### config.mk
export PLATFORM = sky130hd
export DESIGN_NAME = adc_sample_unpacker_flat
export DESIGN_NICKNAME = d
export VERILOG_FILES = /design/src/rtl/adc_sample_unpacker_if.sv /design/src/rtl/adc_sample_unpacker.sv /design/src/flat_wrapper.sv
export SDC_FILE = /design/constraint.sdc
export NUM_CORES = 1
export LEC_CHECK = 0
export CORE_ASPECT_RATIO = 0.7
export CORE_MARGIN = 2
export CORE_UTILIZATION = 39
export DETAILED_ROUTE_END_ITERATION = 12
export GPL_TIMING_DRIVEN = 0
export PLACE_DENSITY_LB_ADDON = 0.2
export SLEW_MARGIN = 0
export SYNTH_ARGS = -nofsm -noshare
export SYNTH_HDL_FRONTEND = slang
export SYNTH_SLANG_ARGS = --single-unit
### constraint.sdc
create_clock -name adc_sampleclk -period 3.7 [get_ports adc_sampleclk]
set_input_delay 0.74 -clock adc_sampleclk [delete_from_list [all_inputs] [get_ports adc_sampleclk]]
set_output_delay 0.74 -clock adc_sampleclk [all_outputs]
set_load 0.02 [all_outputs]
### src/rtl/adc_sample_unpacker_if.sv
// Playback control, FWFT FIFO read port and unpacked sample stream of adc_sample_unpacker.
interface adc_sample_unpacker_if #(
  parameter int unsigned CNT_WIDTH = 32
);
  logic                 play_start;
  logic [CNT_WIDTH-1:0] play_words;
  logic                 play_abort;
  logic [31:0]          word_in;
  logic                 word_empty;
  logic                 word_rd_en;
  logic [9:0]           sample_out;
  logic                 sample_or;
  logic                 sample_trig;
  logic                 sample_valid;
  logic                 play_busy;
  logic                 play_done;
  logic                 underrun;
  logic [CNT_WIDTH-1:0] words_done;

  modport master (
    output play_start, play_words, play_abort, word_in, word_empty,
    input  word_rd_en, sample_out, sample_or, sample_trig, sample_valid,
           play_busy, play_done, underrun, words_done
  );

  modport slave (
    input  play_start, play_words, play_abort, word_in, word_empty,
    output word_rd_en, sample_out, sample_or, sample_trig, sample_valid,
           play_busy, play_done, underrun, words_done
  );
endinterface

### src/rtl/adc_sample_unpacker.sv
// Unpacks 32-bit DDR capture words (3 x 10-bit samples + overrange/trigger flags)
// from an FWFT FIFO into one registered sample per adc_sampleclk.
module adc_sample_unpacker #(
  parameter int unsigned CNT_WIDTH = 32
) (
  input  logic                 adc_sampleclk,
  input  logic                 ddr_usrreset,
  adc_sample_unpacker_if.slave bus
);
  localparam int unsigned WORD_W   = 32;
  localparam int unsigned SAMPLE_W = 10;
  localparam int unsigned PHASE_W  = 3;

  typedef enum logic [1:0] {ST_IDLE, ST_LOAD, ST_EMIT, ST_DONE} state_e;

  state_e               state_q, state_d;
  logic [WORD_W-1:0]    hold_q, hold_d;
  logic [PHASE_W-1:0]   phase_q, phase_d;
  logic [CNT_WIDTH-1:0] remaining_q, remaining_d;
  logic [CNT_WIDTH-1:0] words_done_q, words_done_d;
  logic [SAMPLE_W-1:0]  sample_out_q, sample_out_d;
  logic                 sample_or_q, sample_or_d;
  logic                 sample_trig_q, sample_trig_d;
  logic                 sample_valid_q, sample_valid_d;
  logic                 play_busy_q, play_busy_d;
  logic                 play_done_q, play_done_d;
  logic                 underrun_q, underrun_d;
  logic                 word_rd_en_c;
  logic [SAMPLE_W-1:0]  field_c;

  // A word is taken from LOAD, or back-to-back on the last phase of a word when more remain.
  assign word_rd_en_c = !bus.word_empty &&
                        ((state_q == ST_LOAD) ||
                         ((state_q == ST_EMIT) && phase_q[2] && (remaining_q != '0)));

  always_comb begin
    field_c = hold_q[29:20];
    if (phase_q[0]) begin
      field_c = hold_q[9:0];
    end else if (phase_q[1]) begin
      field_c = hold_q[19:10];
    end
  end

  always_comb begin
    state_d        = state_q;
    hold_d         = hold_q;
    phase_d        = phase_q;
    remaining_d    = remaining_q;
    words_done_d   = words_done_q;
    sample_out_d   = sample_out_q;
    sample_or_d    = sample_or_q;
    sample_trig_d  = sample_trig_q;
    sample_valid_d = 1'b0;
    play_done_d    = 1'b0;
    underrun_d     = underrun_q;

    case (state_q)
      ST_IDLE: begin
        if (bus.play_start) begin
          if (bus.play_words != '0) begin
            remaining_d  = bus.play_words;
            underrun_d   = 1'b0;
            words_done_d = '0;
            state_d      = ST_LOAD;
          end else begin
            play_done_d = 1'b1;
          end
        end
      end
      ST_LOAD: begin
      end
      ST_EMIT: begin
        sample_valid_d = 1'b1;
        sample_out_d   = field_c;
        sample_or_d    = hold_q[31];
        sample_trig_d  = hold_q[30];
        phase_d        = {phase_q[1:0], 1'b0};
        if (phase_q[2]) begin
          if (words_done_q != '1) begin
            words_done_d = words_done_q + CNT_WIDTH'(1);
          end
          if (remaining_q == '0) begin
            state_d = ST_DONE;
          end else if (bus.word_empty) begin
            underrun_d = 1'b1;
            state_d    = ST_LOAD;
          end
        end
      end
      ST_DONE: begin
        play_done_d = 1'b1;
        state_d     = ST_IDLE;
      end
      default: state_d = ST_IDLE;
    endcase

    if (word_rd_en_c) begin
      hold_d      = bus.word_in;
      remaining_d = remaining_q - CNT_WIDTH'(1);
      phase_d     = PHASE_W'(1);
      state_d     = ST_EMIT;
    end

    // Abort wins over everything except the already-committed combinational pop.
    if (bus.play_abort) begin
      state_d        = ST_IDLE;
      hold_d         = '0;
      phase_d        = '0;
      remaining_d    = '0;
      words_done_d   = words_done_q;
      underrun_d     = underrun_q;
      sample_valid_d = 1'b0;
      play_done_d    = 1'b0;
    end

    play_busy_d = (state_d == ST_LOAD) || (state_d == ST_EMIT);
  end

  always_ff @(posedge adc_sampleclk or posedge ddr_usrreset) begin
    if (ddr_usrreset) begin
      state_q        <= ST_IDLE;
      hold_q         <= '0;
      phase_q        <= '0;
      remaining_q    <= '0;
      words_done_q   <= '0;
      sample_out_q   <= '0;
      sample_or_q    <= 1'b0;
      sample_trig_q  <= 1'b0;
      sample_valid_q <= 1'b0;
      play_busy_q    <= 1'b0;
      play_done_q    <= 1'b0;
      underrun_q     <= 1'b0;
    end else begin
      state_q        <= state_d;
      hold_q         <= hold_d;
      phase_q        <= phase_d;
      remaining_q    <= remaining_d;
      words_done_q   <= words_done_d;
      sample_out_q   <= sample_out_d;
      sample_or_q    <= sample_or_d;
      sample_trig_q  <= sample_trig_d;
      sample_valid_q <= sample_valid_d;
      play_busy_q    <= play_busy_d;
      play_done_q    <= play_done_d;
      underrun_q     <= underrun_d;
    end
  end

  assign bus.word_rd_en   = word_rd_en_c;
  assign bus.sample_out   = sample_out_q;
  assign bus.sample_or    = sample_or_q;
  assign bus.sample_trig  = sample_trig_q;
  assign bus.sample_valid = sample_valid_q;
  assign bus.play_busy    = play_busy_q;
  assign bus.play_done    = play_done_q;
  assign bus.underrun     = underrun_q;
  assign bus.words_done   = words_done_q;
endmodule

### src/flat_wrapper.sv
// flat-port wrapper written by rule: the top's interface ports become plain ports
module adc_sample_unpacker_flat 
#(
  parameter int unsigned CNT_WIDTH = 32
)
  (adc_sampleclk, ddr_usrreset, bus_play_start, bus_play_words, bus_play_abort, bus_word_in, bus_word_empty, bus_word_rd_en, bus_sample_out, bus_sample_or, bus_sample_trig, bus_sample_valid, bus_play_busy, bus_play_done, bus_underrun, bus_words_done);
  adc_sample_unpacker_if #(.CNT_WIDTH(CNT_WIDTH)) bus_i ();
  input  logic adc_sampleclk;
  input  logic ddr_usrreset;
  input wire logic [$bits(bus_i.play_start)-1:0] bus_play_start;
  input wire logic [$bits(bus_i.play_words)-1:0] bus_play_words;
  input wire logic [$bits(bus_i.play_abort)-1:0] bus_play_abort;
  input wire logic [$bits(bus_i.word_in)-1:0] bus_word_in;
  input wire logic [$bits(bus_i.word_empty)-1:0] bus_word_empty;
  output wire logic [$bits(bus_i.word_rd_en)-1:0] bus_word_rd_en;
  output wire logic [$bits(bus_i.sample_out)-1:0] bus_sample_out;
  output wire logic [$bits(bus_i.sample_or)-1:0] bus_sample_or;
  output wire logic [$bits(bus_i.sample_trig)-1:0] bus_sample_trig;
  output wire logic [$bits(bus_i.sample_valid)-1:0] bus_sample_valid;
  output wire logic [$bits(bus_i.play_busy)-1:0] bus_play_busy;
  output wire logic [$bits(bus_i.play_done)-1:0] bus_play_done;
  output wire logic [$bits(bus_i.underrun)-1:0] bus_underrun;
  output wire logic [$bits(bus_i.words_done)-1:0] bus_words_done;
  assign bus_i.play_start = bus_play_start;
  assign bus_i.play_words = bus_play_words;
  assign bus_i.play_abort = bus_play_abort;
  assign bus_i.word_in = bus_word_in;
  assign bus_i.word_empty = bus_word_empty;
  assign bus_word_rd_en = bus_i.word_rd_en;
  assign bus_sample_out = bus_i.sample_out;
  assign bus_sample_or = bus_i.sample_or;
  assign bus_sample_trig = bus_i.sample_trig;
  assign bus_sample_valid = bus_i.sample_valid;
  assign bus_play_busy = bus_i.play_busy;
  assign bus_play_done = bus_i.play_done;
  assign bus_underrun = bus_i.underrun;
  assign bus_words_done = bus_i.words_done;
  adc_sample_unpacker #(.CNT_WIDTH(CNT_WIDTH)) u_core (.adc_sampleclk(adc_sampleclk), .ddr_usrreset(ddr_usrreset), .bus(bus_i));
endmodule
## Word-level counts from Yosys, hierarchy flattened

Index checks and enable logic that the tools add are counted.
W data, S select, Z words.

| word-level totals | value |
|---|---|
| output and inout port bits | 49 |
| flip-flop bits (word level) | 117 |
| input port bits | 69 |

| operators by class | value |
|---|---|
| mux-type cells | 37 |
| bitwise gates (word level) | 1 |
| reductions and logical operators | 19 |
| add/subtract/negate cells | 2 |
| equality and inequality tests | 12 |

Operators by type and width:

| operator | count |
|---|---|
| $mux W32 | 11 |
| $pmux W32 S2 | 1 |
| $reduce_bool A32 Y1 | 2 |
| $add A32 B1 Y32 const B | 1 |
| $logic_not A32 Y1 | 1 |
| $ne A32 B32 Y1 const B | 1 |
| $sub A32 B1 Y32 const B | 1 |
| $mux W10 | 2 |
| $mux W2 | 7 |
| $reduce_bool A3 Y1 | 4 |
| $mux W1 | 10 |
| $mux W3 | 3 |
| $ne A2 B2 Y1 const B | 4 |
| $reduce_and A7 Y1 | 1 |
| $eq A2 B2 Y1 const B | 3 |
| $pmux W2 S3 | 1 |
| $reduce_and A6 Y1 | 1 |
| $eq A2 B1 Y1 const B | 2 |
| $ne A2 B1 Y1 const B | 2 |
| $pmux W1 S2 | 2 |
| $reduce_bool A2 Y1 | 2 |
| $logic_and A1 B1 Y1 | 3 |
| $reduce_and A3 Y1 | 1 |
| $logic_not A2 Y1 | 1 |
| 3 further kinds | 4 |

## Logic depth before layout (Yosys ltp)

Gate-level depths: netlist of the first run.

| depth | value |
|---|---|
| depth in word-level cells | 9 |
| gate-level depth with buffers | 10 |

## Worst setup path before layout of the first run

OpenSTA, ideal clock, no wires.

| path | value |
|---|---|
| kind | reg2out |
| from | register u_core.remaining_q[18] |
| to | output port bus_word_rd_en |
| required time | 2.960 ns |
| slack | 1.087 ns |
| data arrival time | 1.873 ns |
| stages on the path, launching flop included | 7 |
| cells stage by stage | dfrtp_1 -> nor4_1 -> and4b_1 -> buf_2 -> a41o_2 -> inv_2 -> buf_1 |

| on the way | value |
|---|---|
| longest elaborated chain between the ends | 4 |

RTL lines:

| what | RTL line | source |
|---|---|---|
| start: declaration | adc_sample_unpacker.sv:19 | `logic [CNT_WIDTH-1:0] remaining_q, remaining_d;` |
| start signal: assignment | adc_sample_unpacker.sv:138 | `remaining_q <= remaining_d;` |
| $reduce_bool A32 Y1 | adc_sample_unpacker.sv:34 | `((state_q == ST_EMIT) && phase_q[2] && (remaining_q != '0)));` |
| $logic_and A1 B1 Y1 | adc_sample_unpacker.sv:34 |  |
| $logic_or A1 B1 Y1 | adc_sample_unpacker.sv:33 | `((state_q == ST_LOAD) \|\|` |
| $logic_and A1 B1 Y1 | adc_sample_unpacker.sv:32 | `assign word_rd_en_c = !bus.word_empty &&` |
| end: declaration | flat_wrapper.sv:15 | `output wire logic [$bits(bus_i.word_rd_en)-1:0] bus_word_rd_en;` |

Every way passes these cells.

## Final worst setup path of the first run

Same ends and word-level chain as after synthesis.

==> results of run 1 <==
[worst register-to-register path: stages, from the launching register on]
cell,delay [ps]
dfrtp_1,400
ha_1,220
nand3_1,210
nor4_1,780
nand3_1,370
clkbuf_1,330
nand3_1,210
clkbuf_1,480
o21ai_0,170
[metrics by stage]
step | util [%] | setup TNS, ps | setup slack (ps) | instance area (um^2)
5_1_grt | 53.2 | 0 | 30.3 | 8590
2_1_floorplan | - | 0 | 1090 | 6380
6_report | 53.2 | 0 | 150 | 8590
3_5_place_dp | 48.9 | -1010 | -141 | 7900
4_1_cts | 53.1 | 0 | 58.9 | 8570
3_3_place_gp | 48.5 | -622 | -125 | 7830
[cells in the final DEF (no fill, tap or decap), drive strengths merged, types with 8 or more instances in the layout]
cell type,Yosys,final
clkbuf,33,51
nand4,19,19
nor3,20,20
mux2i,13,13
ha,8,8
and3,10,10
nor4,29,29
clkdlybuf4s50,0,116
a31oi,12,12
a211oi,9,9
nor2,41,41
inv,20,21
o31ai,23,23
o21ai,47,47
dfrtp,117,117
nand2,102,102
nand3,17,17
buf,15,17
or3,13,13
mux2,13,13
a21oi,80,80
[state kept, by name, indices dropped and copies added, names as in the netlist]
register	cells
u_core.bus.play_done	1
u_core.bus.sample_or	1
u_core.phase_q	3
u_core.bus.sample_out	10
u_core.remaining_q	32
u_core.state_q	2
u_core.bus.sample_valid	1
u_core.bus.play_busy	1
u_core.hold_q	32
u_core.bus.underrun	1
u_core.bus.sample_trig	1
u_core.bus.words_done	32
[worst min path at each step]
stage / from / to / slack [ps] / cells after the start
after floorplan: u_core.remaining_q[17] / u_core.remaining_q[17] / 470 / 1
after global placement: u_core.hold_q[30] / u_core.bus.sample_trig / 500 / 1
after detailed placement: u_core.hold_q[30] / u_core.bus.sample_trig / 500 / 1
after CTS: u_core.hold_q[30] / u_core.bus.sample_trig / 510 / 1
after global routing: u_core.hold_q[30] / u_core.bus.sample_trig / 530 / 1
final: u_core.hold_q[30] / u_core.bus.sample_trig / 510 / 1
[per-layer routing]
layer	track usage, %	routed length (um)
met5	0	0
met4	10.3	471
met3	6.61	2130
met2	34.6	8820
met1	35.9	9420
[where the power goes]
part / internal (mW) / switching, mW
combinational: 0.353 / 0.540
sequential: 1.38 / 0.109
clock: 1.22 / 0.640
total: 2.95 / 1.29
[kinds of logic (layout without fill, tap and decap cells)]
logic type / Yosys count / after routing / synth area share (%)
flops: 117 / 117 / 45.9
fa+ha+maj: 8 / 8 / 1.57
buf+inv: 68 / 218 / 4.25
simple gates: 287 / 287 / 23.0
mux: 26 / 26 / 4.33
compound gates: 214 / 214 / 20.8
xor+xnor: 1 / 1 / 0.137
[final cells by class]
| cell class | count | area (um^2) |
|---|---|---|
| well taps | 225 | 282 |
| plain buffers | 47 | 194 |
| repair buffers | 119 | 1230 |
| fillers | 1459 | 7560 |
| multi-input cells | 536 | 3210 |
| clock buffers | 18 | 439 |
| clock inverters | 14 | 225 |
| flip-flops and latches | 117 | 2930 |
| inverters | 20 | 81.3 |
==> results.cfg, run 1 <==
[sta]
grt_setup_unrepaired = no
report.final.slew_viol_count = 0
fmax_mhz = 282
finalHoldViolCount = 0
setup_viol = 0
hold-worst-slack_ps = 506
finalCritPeriodShare_pct = 96.0
min_period_ps = 3550
relSlewSlack_pct = 44.1
finalClockSkew_ps = 13.6
tightest_slew_ps = 831

[synthesis]
synth_edf_count = 0
netlist.area_leader.share_pct = 45.9
synth_cell_type_count = 63
synthArstFlopShare_pct = 100
synth_area_leaders = dfrtp_1 46%, a21oi_1 6.2%, nand2_1 6.0%, o21ai_0 3.5%, o31ai_1 2.7%
synth_top_area_cell = dfrtp_1
ys_warn_count = 0
yosysMostFrequentCell = dfrtp_1
seq_area_frac_synth_pct = 45.9
synth_area_mm2 = 0.00638
avgSynthCellArea_um2 = 8.85
ys_ff_latch = 117
netlist_top_cells_count = 117 x dfrtp_1, 102 x nand2_1, 79 x a21oi_1
synthCells = 721
synth-main-ff-cell = dfrtp_1
synth_nets = 798

[global_routing]
antenna_found_initial = 0
grt_pass1_vias = 6387
grt_overflow = 0
grt_usage_pct = 24.7
grt_max_degree = 44
grt_first_pass_wirelength_um = 33300

[run]
drv_cap = 0

[clock_tree]
h-tree-depth = 4
post-cts-setup-buffers = 0
cts_tree = built
cts-root-buf = clkbuf_16
clkLatencyLatePin_ps = 430
cts_buffers = 17
hold_buffers = 0
cts-resized-gates = 2
clkTransAtPathRegs_ps = 60
clk_path_buf_depth = 2
cts.sinks = 117

[critical_path]
worstPathMaxFanout = 19
critPathTopFamily = buffers and inverters
r2r_end = u_core.bus.words_done[0]
cp.arrival_ps = 2810
cp_data_required_time_ps = 2960
crit_buf_inv = 3
r2r_setup_slack_ps = 380
crit-reg2reg-launch = u_core.bus.words_done[0]
slowest_delay_ps = 570
cp-endpoint = bus_word_rd_en
cp-start-kind = flip-flop
cp.depth = 6
slowest_stage = clkdlybuf4s50_1
r2r_cells = 8
worstSetupPathType = reg2out
cp-end-kind = primary output
crit_start = u_core.remaining_q[18]
crit_chain = nor4_4 > and4b_1 > buf_2 > a41o_2 > inv_4 > clkdlybuf4s50_1

[pwr]
p_leak_nw = 3.33
p_per_area_mw_per_mm2 = 494
finalPower_mw = 4.24
ir_drop_v = 0.000263

[die]
die_h_um = 111
row_count = 39
core_mm2 = 0.0162
initial_core_util_pct = 39.5
io_pins = 118
die_width_um = 157
dieArea_mm2 = 0.0174

[run_status]
status = finished clean

[hold_path]
hold_class = reg2reg

[placed_design]
dpl.cell_count = 1065
hpwlAfterDp_um = 15400
place.port_buffers = 116
gp_congestion = 0.916

[final_layout]
drive_gt1_share_pct = 9.18
area_growth_pct = 34.6
fin_nets = 935
diodes = 0
final_cells = 1096

[drt]
ant_nets = 0
drc = 0
routedWlPerCell_um = 19.0
vias = 6439
drt-initial-drc-count = 643
via_per_inst = 5.88
firstDrtPassIters = 5
route.final.wire_length_um = 20800
Power figures use the tool's default switching activity.
==> run 2: changes to the inputs <==
--- a/config.mk
+++ b/config.mk
@@ -11,7 +11,7 @@
 export DETAILED_ROUTE_END_ITERATION = 12
 export GPL_TIMING_DRIVEN = 0
 export PLACE_DENSITY_LB_ADDON = 0.2
-export SLEW_MARGIN = 0
+export SLEW_MARGIN = 10
 export SYNTH_ARGS = -nofsm -noshare
 export SYNTH_HDL_FRONTEND = slang
 export SYNTH_SLANG_ARGS = --single-unit
==> results.cfg, run 2 (synthesis results as in run 1) <==
[global_routing]
grt_pass1_vias = 6213
grt_overflow = 0
grt_usage_pct = 24.6
grt_max_degree = 40
grt_first_pass_wirelength_um = 33100
antenna_found_initial = 0

[final_layout]
final_common_cell = dfrtp_1
drive_gt1_share_pct = 8.96
fin_nets = 935
postLayoutCellArea_mm2 = 0.00854
area_growth_pct = 33.8
layout_common_cells = 117 x dfrtp_1, 116 x clkdlybuf4s50_1, 102 x nand2_1
final_core_util_pct = 52.9
n_fill_cell = 1448
diodes = 0

[critical_path]
cp_data_required_time_ps = 2960
worstPathMaxFanout = 19
cp-start-kind = flip-flop
cp-end-kind = primary output
worstSetupPathType = reg2out
r2r_setup_slack_ps = 300
cp.arrival_ps = 2810

[sta]
report.final.slew_viol_count = 0
finalHoldViolCount = 0
min_period_ps = 3550
relSlewSlack_pct = 35.9
finalCritPeriodShare_pct = 95.8
setup_viol = 0
hold-worst-slack_ps = 518
fmax_mhz = 282
timing.final.ws_setup_ps = 155
grt_setup_unrepaired = no
finalClockSkew_ps = 9.24
tightest_slew_ps = 953

[pwr]
ir_drop_v = 0.000265
p_per_area_mw_per_mm2 = 481
p_leak_nw = 3.31
finalPower_mw = 4.11

[placed_design]
placed_area_mm2 = 0.00789
dp_slack_ps = -142
gp_congestion = 0.916
place.port_buffers = 116
hpwlAfterDp_um = 15300

[run_status]
status = finished clean

[die]
die_h_um = 111
dieArea_mm2 = 0.0174
die_width_um = 157
core_mm2 = 0.0162
initial_core_util_pct = 39.5
row_count = 39
io_pins = 118

[hold_path]
hold_class = reg2reg

[drt]
ant_nets = 0
firstDrtPassIters = 5
via_per_inst = 5.91
route.final.wire_length_um = 20900
drc = 0
drt-initial-drc-count = 597
routedWlPerCell_um = 19.1
vias = 6482

[clock_tree]
clk_path_buf_depth = 2
cts-root-buf = clkbuf_16
clkLatencyLatePin_ps = 420
post-cts-setup-buffers = 0
clkTransAtPathRegs_ps = 60
cts_buffers = 17
cts.sinks = 117
cts_tree = built
h-tree-depth = 4

[run]
drv_cap = 0
run 2: final cells by class:
class,count,area (um^2),area share [%]
buffer,47,193,2.26
multi-input combinational,536,3210,37.6
timing repair buffer,119,1220,14.3
inverter,20,81.3,0.952
clock buffer,26,539,6.31
sequential,117,2930,34.3
tap,225,282,3.30
clock inverter,6,87.6,1.03
run 2: final timing paths:
kind,startpoint,endpoint,cells past startpoint
max,u_core.remaining_q[18],bus_word_rd_en,6
min,u_core.bus.words_done[10],u_core.bus.words_done[10],1
max reg2reg,u_core.bus.words_done[0],u_core.bus.words_done[0],8
min reg2reg,u_core.bus.words_done[10],u_core.bus.words_done[10],1
max in group asynchronous,ddr_usrreset,u_core.hold_q[22],5
min in group asynchronous,ddr_usrreset,u_core.remaining_q[25],2
run 2: report_power, final:
part           switching [mW]  total, mW  internal, mW
Combinational           0.536      0.888         0.352
Sequential              0.111       1.49          1.38
Clock                   0.592       1.73          1.13
run 2: layer usage:
layer	wire, um	global-route usage, %
met5	0	0
met4	425	8.38
met3	1920	5.59
met2	9050	35.1
met1	9510	36.6
run 2: timing repair:
action,in CTS,in global routing
gates resized for setup,2,4
hold buffers,0,0
setup endpoints to repair,1,1
hold endpoints to repair,0,0
run 2: critical path, stage by stage (launching register included):
cell and delay [ps]:
dfrtp_1 480, nor4_4 440, and4b_1 240, buf_2 180, a41o_2 320, inv_4 150, clkdlybuf4s50_1 570
run 2: stage by stage:
stage / TNS (ps) / cells
6_report: 0 / 1096
5_1_grt: 0 / 1096
4_1_cts: 0 / 1096
3_5_place_dp: -756 / 1065
3_3_place_gp: -622 / 1062
2_1_floorplan: 0 / 721
==> run 3: changes to the inputs <==
--- a/config.mk
+++ b/config.mk
@@ -5,7 +5,6 @@
 export SDC_FILE = /design/constraint.sdc
 export NUM_CORES = 1
 export LEC_CHECK = 0
-export CORE_ASPECT_RATIO = 0.7
 export CORE_MARGIN = 2
 export CORE_UTILIZATION = 39
 export DETAILED_ROUTE_END_ITERATION = 12
==> results.cfg, run 3 (synthesis results as in run 1) <==
[critical_path]
crit_chain = nor4_4 > and4b_1 > buf_2 > a41o_2 > inv_4 > clkdlybuf4s50_1
cp-end-kind = primary output
slowest_delay_ps = 570
cp_data_required_time_ps = 2960
r2r_cells = 8
cp.arrival_ps = 2790
cp-start-kind = flip-flop
worstPathMaxFanout = 19
worstSetupPathType = reg2out
slowest_stage = clkdlybuf4s50_1

[global_routing]
globalRouteMet3Util_pct = 5.96
grt_overflow = 0
busiest_layer = met2
grt_max_degree = 40
met1_usage_pct = 31.0
grt_pass1_vias = 6300
antenna_found_initial = 0
grt_usage_pct = 23.2
met2_usage_pct = 36.7
grt_first_pass_wirelength_um = 32400

[drt]
routedWlPerCell_um = 18.2
drt-initial-drc-count = 699
via_per_inst = 5.87
drc = 0
firstDrtPassIters = 5
vias = 6382
route.final.wire_length_um = 19800
ant_nets = 0

[clock_tree]
clk_path_buf_depth = 2
post-cts-setup-buffers = 0
h-tree-depth = 4
hold_buffers = 0
cts_tree = built
cts.sinks = 117
clkTransAtPathRegs_ps = 60
clkLatencyLatePin_ps = 420
cts-resized-gates = 2
cts-root-buf = clkbuf_16
cts_buffers = 17

[sta]
fmax_mhz = 284
finalClockSkew_ps = 10.3
tightest_slew_ps = 917
finalHoldViolCount = 0
finalCritPeriodShare_pct = 95.3
timing.final.ws_setup_ps = 174
grt_setup_unrepaired = no
min_period_ps = 3530
report.final.slew_viol_count = 0
relSlewSlack_pct = 38.3
setup_viol = 0

[pwr]
ir_drop_v = 0.000333
finalPower_mw = 3.90
p_int_mw = 2.67
p_leak_nw = 3.28
switchingPower_mw = 1.23
netSwitchingFraction_pct = 31.6
p_comb_share_pct = 22.3
seq_power_share_pct = 38.0
p_per_area_mw_per_mm2 = 461
clkPwrFrac_pct = 39.7

[final_layout]
layout_common_cells = 117 x dfrtp_1, 116 x clkdlybuf4s50_1, 102 x nand2_1
fin_nets = 935
n_fill_cell = 1491
final_cells = 1088
area_growth_pct = 32.6
final_common_cell = dfrtp_1
drive_gt1_share_pct = 8.73

[die]
row_count = 46
io_pins = 118
dieArea_mm2 = 0.0174
die_h_um = 132
core_mm2 = 0.0159
initial_core_util_pct = 40.0
die_width_um = 132

[placed_design]
dpl.cell_count = 1056
place.port_buffers = 116
dp_slack_ps = -107
hpwlAfterDp_um = 14300
gp_congestion = 0.939

[run]
drv_cap = 0

[run_status]
status = finished clean

[hold_path]
hold_path_depth = 1
hold_class = reg2reg
run 3: cell types whose count changed in the layout (fill, tap and decap cells not counted):
cell,before,now
clkbuf_1,34,35
diode_2,0,1
buf_12,3,2
clkinv_2,1,4
clkinvlp_4,4,5
buf_16,0,1
inv_6,0,1
nor4_2,4,3
clkbuf_8,8,1
bufinv_16,2,1
clkinv_4,0,2
nor4_1,24,25
run 3: per-layer routing:
metal / part of all wire, % / up-vias
li1: - / 2961
met1: 44 / 3109
met2: 47 / 277
met3: 6.9 / 35
met4: 1.8 / 0
met5: 0 / -
run 3: power by group through the flow:
stage | registers [mW] | clock network [mW] | logic [mW]
CTS | 1.48 | 1.57 | 0.861
global placement | 1.49 | 0 | 0.828
detailed placement | 1.50 | 0 | 0.854
global route | 1.50 | 1.65 | 0.945
finish | 1.48 | 1.55 | 0.869
floorplan | 1.51 | 0 | 0.494
run 3: final timing paths:
path	end	slack [ps]	from
max	bus_word_rd_en	170	u_core.remaining_q[18]
min	u_core.bus.sample_out[3]	510	u_core.bus.sample_out[3]
max reg2reg	u_core.bus.words_done[16]	410	u_core.bus.words_done[0]
min reg2reg	u_core.bus.sample_out[3]	510	u_core.bus.sample_out[3]
max in group asynchronous	u_core.remaining_q[1]	2140	ddr_usrreset
min in group asynchronous	u_core.remaining_q[25]	720	ddr_usrreset
run 3: final cells by class:
type | count | area [um^2] | area share, %
inverter | 20 | 81.3 | 0.961
multi-input combinational | 536 | 3200 | 37.9
clock inverter | 12 | 106 | 1.26
antenna | 1 | 2.50 | 0.0296
clock buffer | 20 | 447 | 5.28
tap | 216 | 270 | 3.19
timing repair buffer | 119 | 1230 | 14.5
buffer | 47 | 193 | 2.28
sequential | 117 | 2930 | 34.6
run 3: per-stage QoR:
| stage | hold WS, ps | util [%] | TNS, ps | instance area, um^2 |
|---|---|---|---|---|
| 6_report | 514 | 53.1 | 0 | 8460 |
| 5_1_grt | 524 | 53.0 | 0 | 8460 |
| 4_1_cts | 515 | 53.0 | 0 | 8450 |
| 3_5_place_dp | 503 | 49.5 | -460 | 7880 |
| 3_3_place_gp | 494 | 49.0 | -915 | 7820 |
| 2_1_floorplan | 474 | - | 0 | 6380 |
run 3: critical path, delay by kind of cell (launching register included):
family | cells | cell delay [ps]
AOI/OAI and AO/OA | 1 | 300
buffers and inverters | 3 | 890
DFF | 1 | 480
and+or+nand+nor | 2 | 690
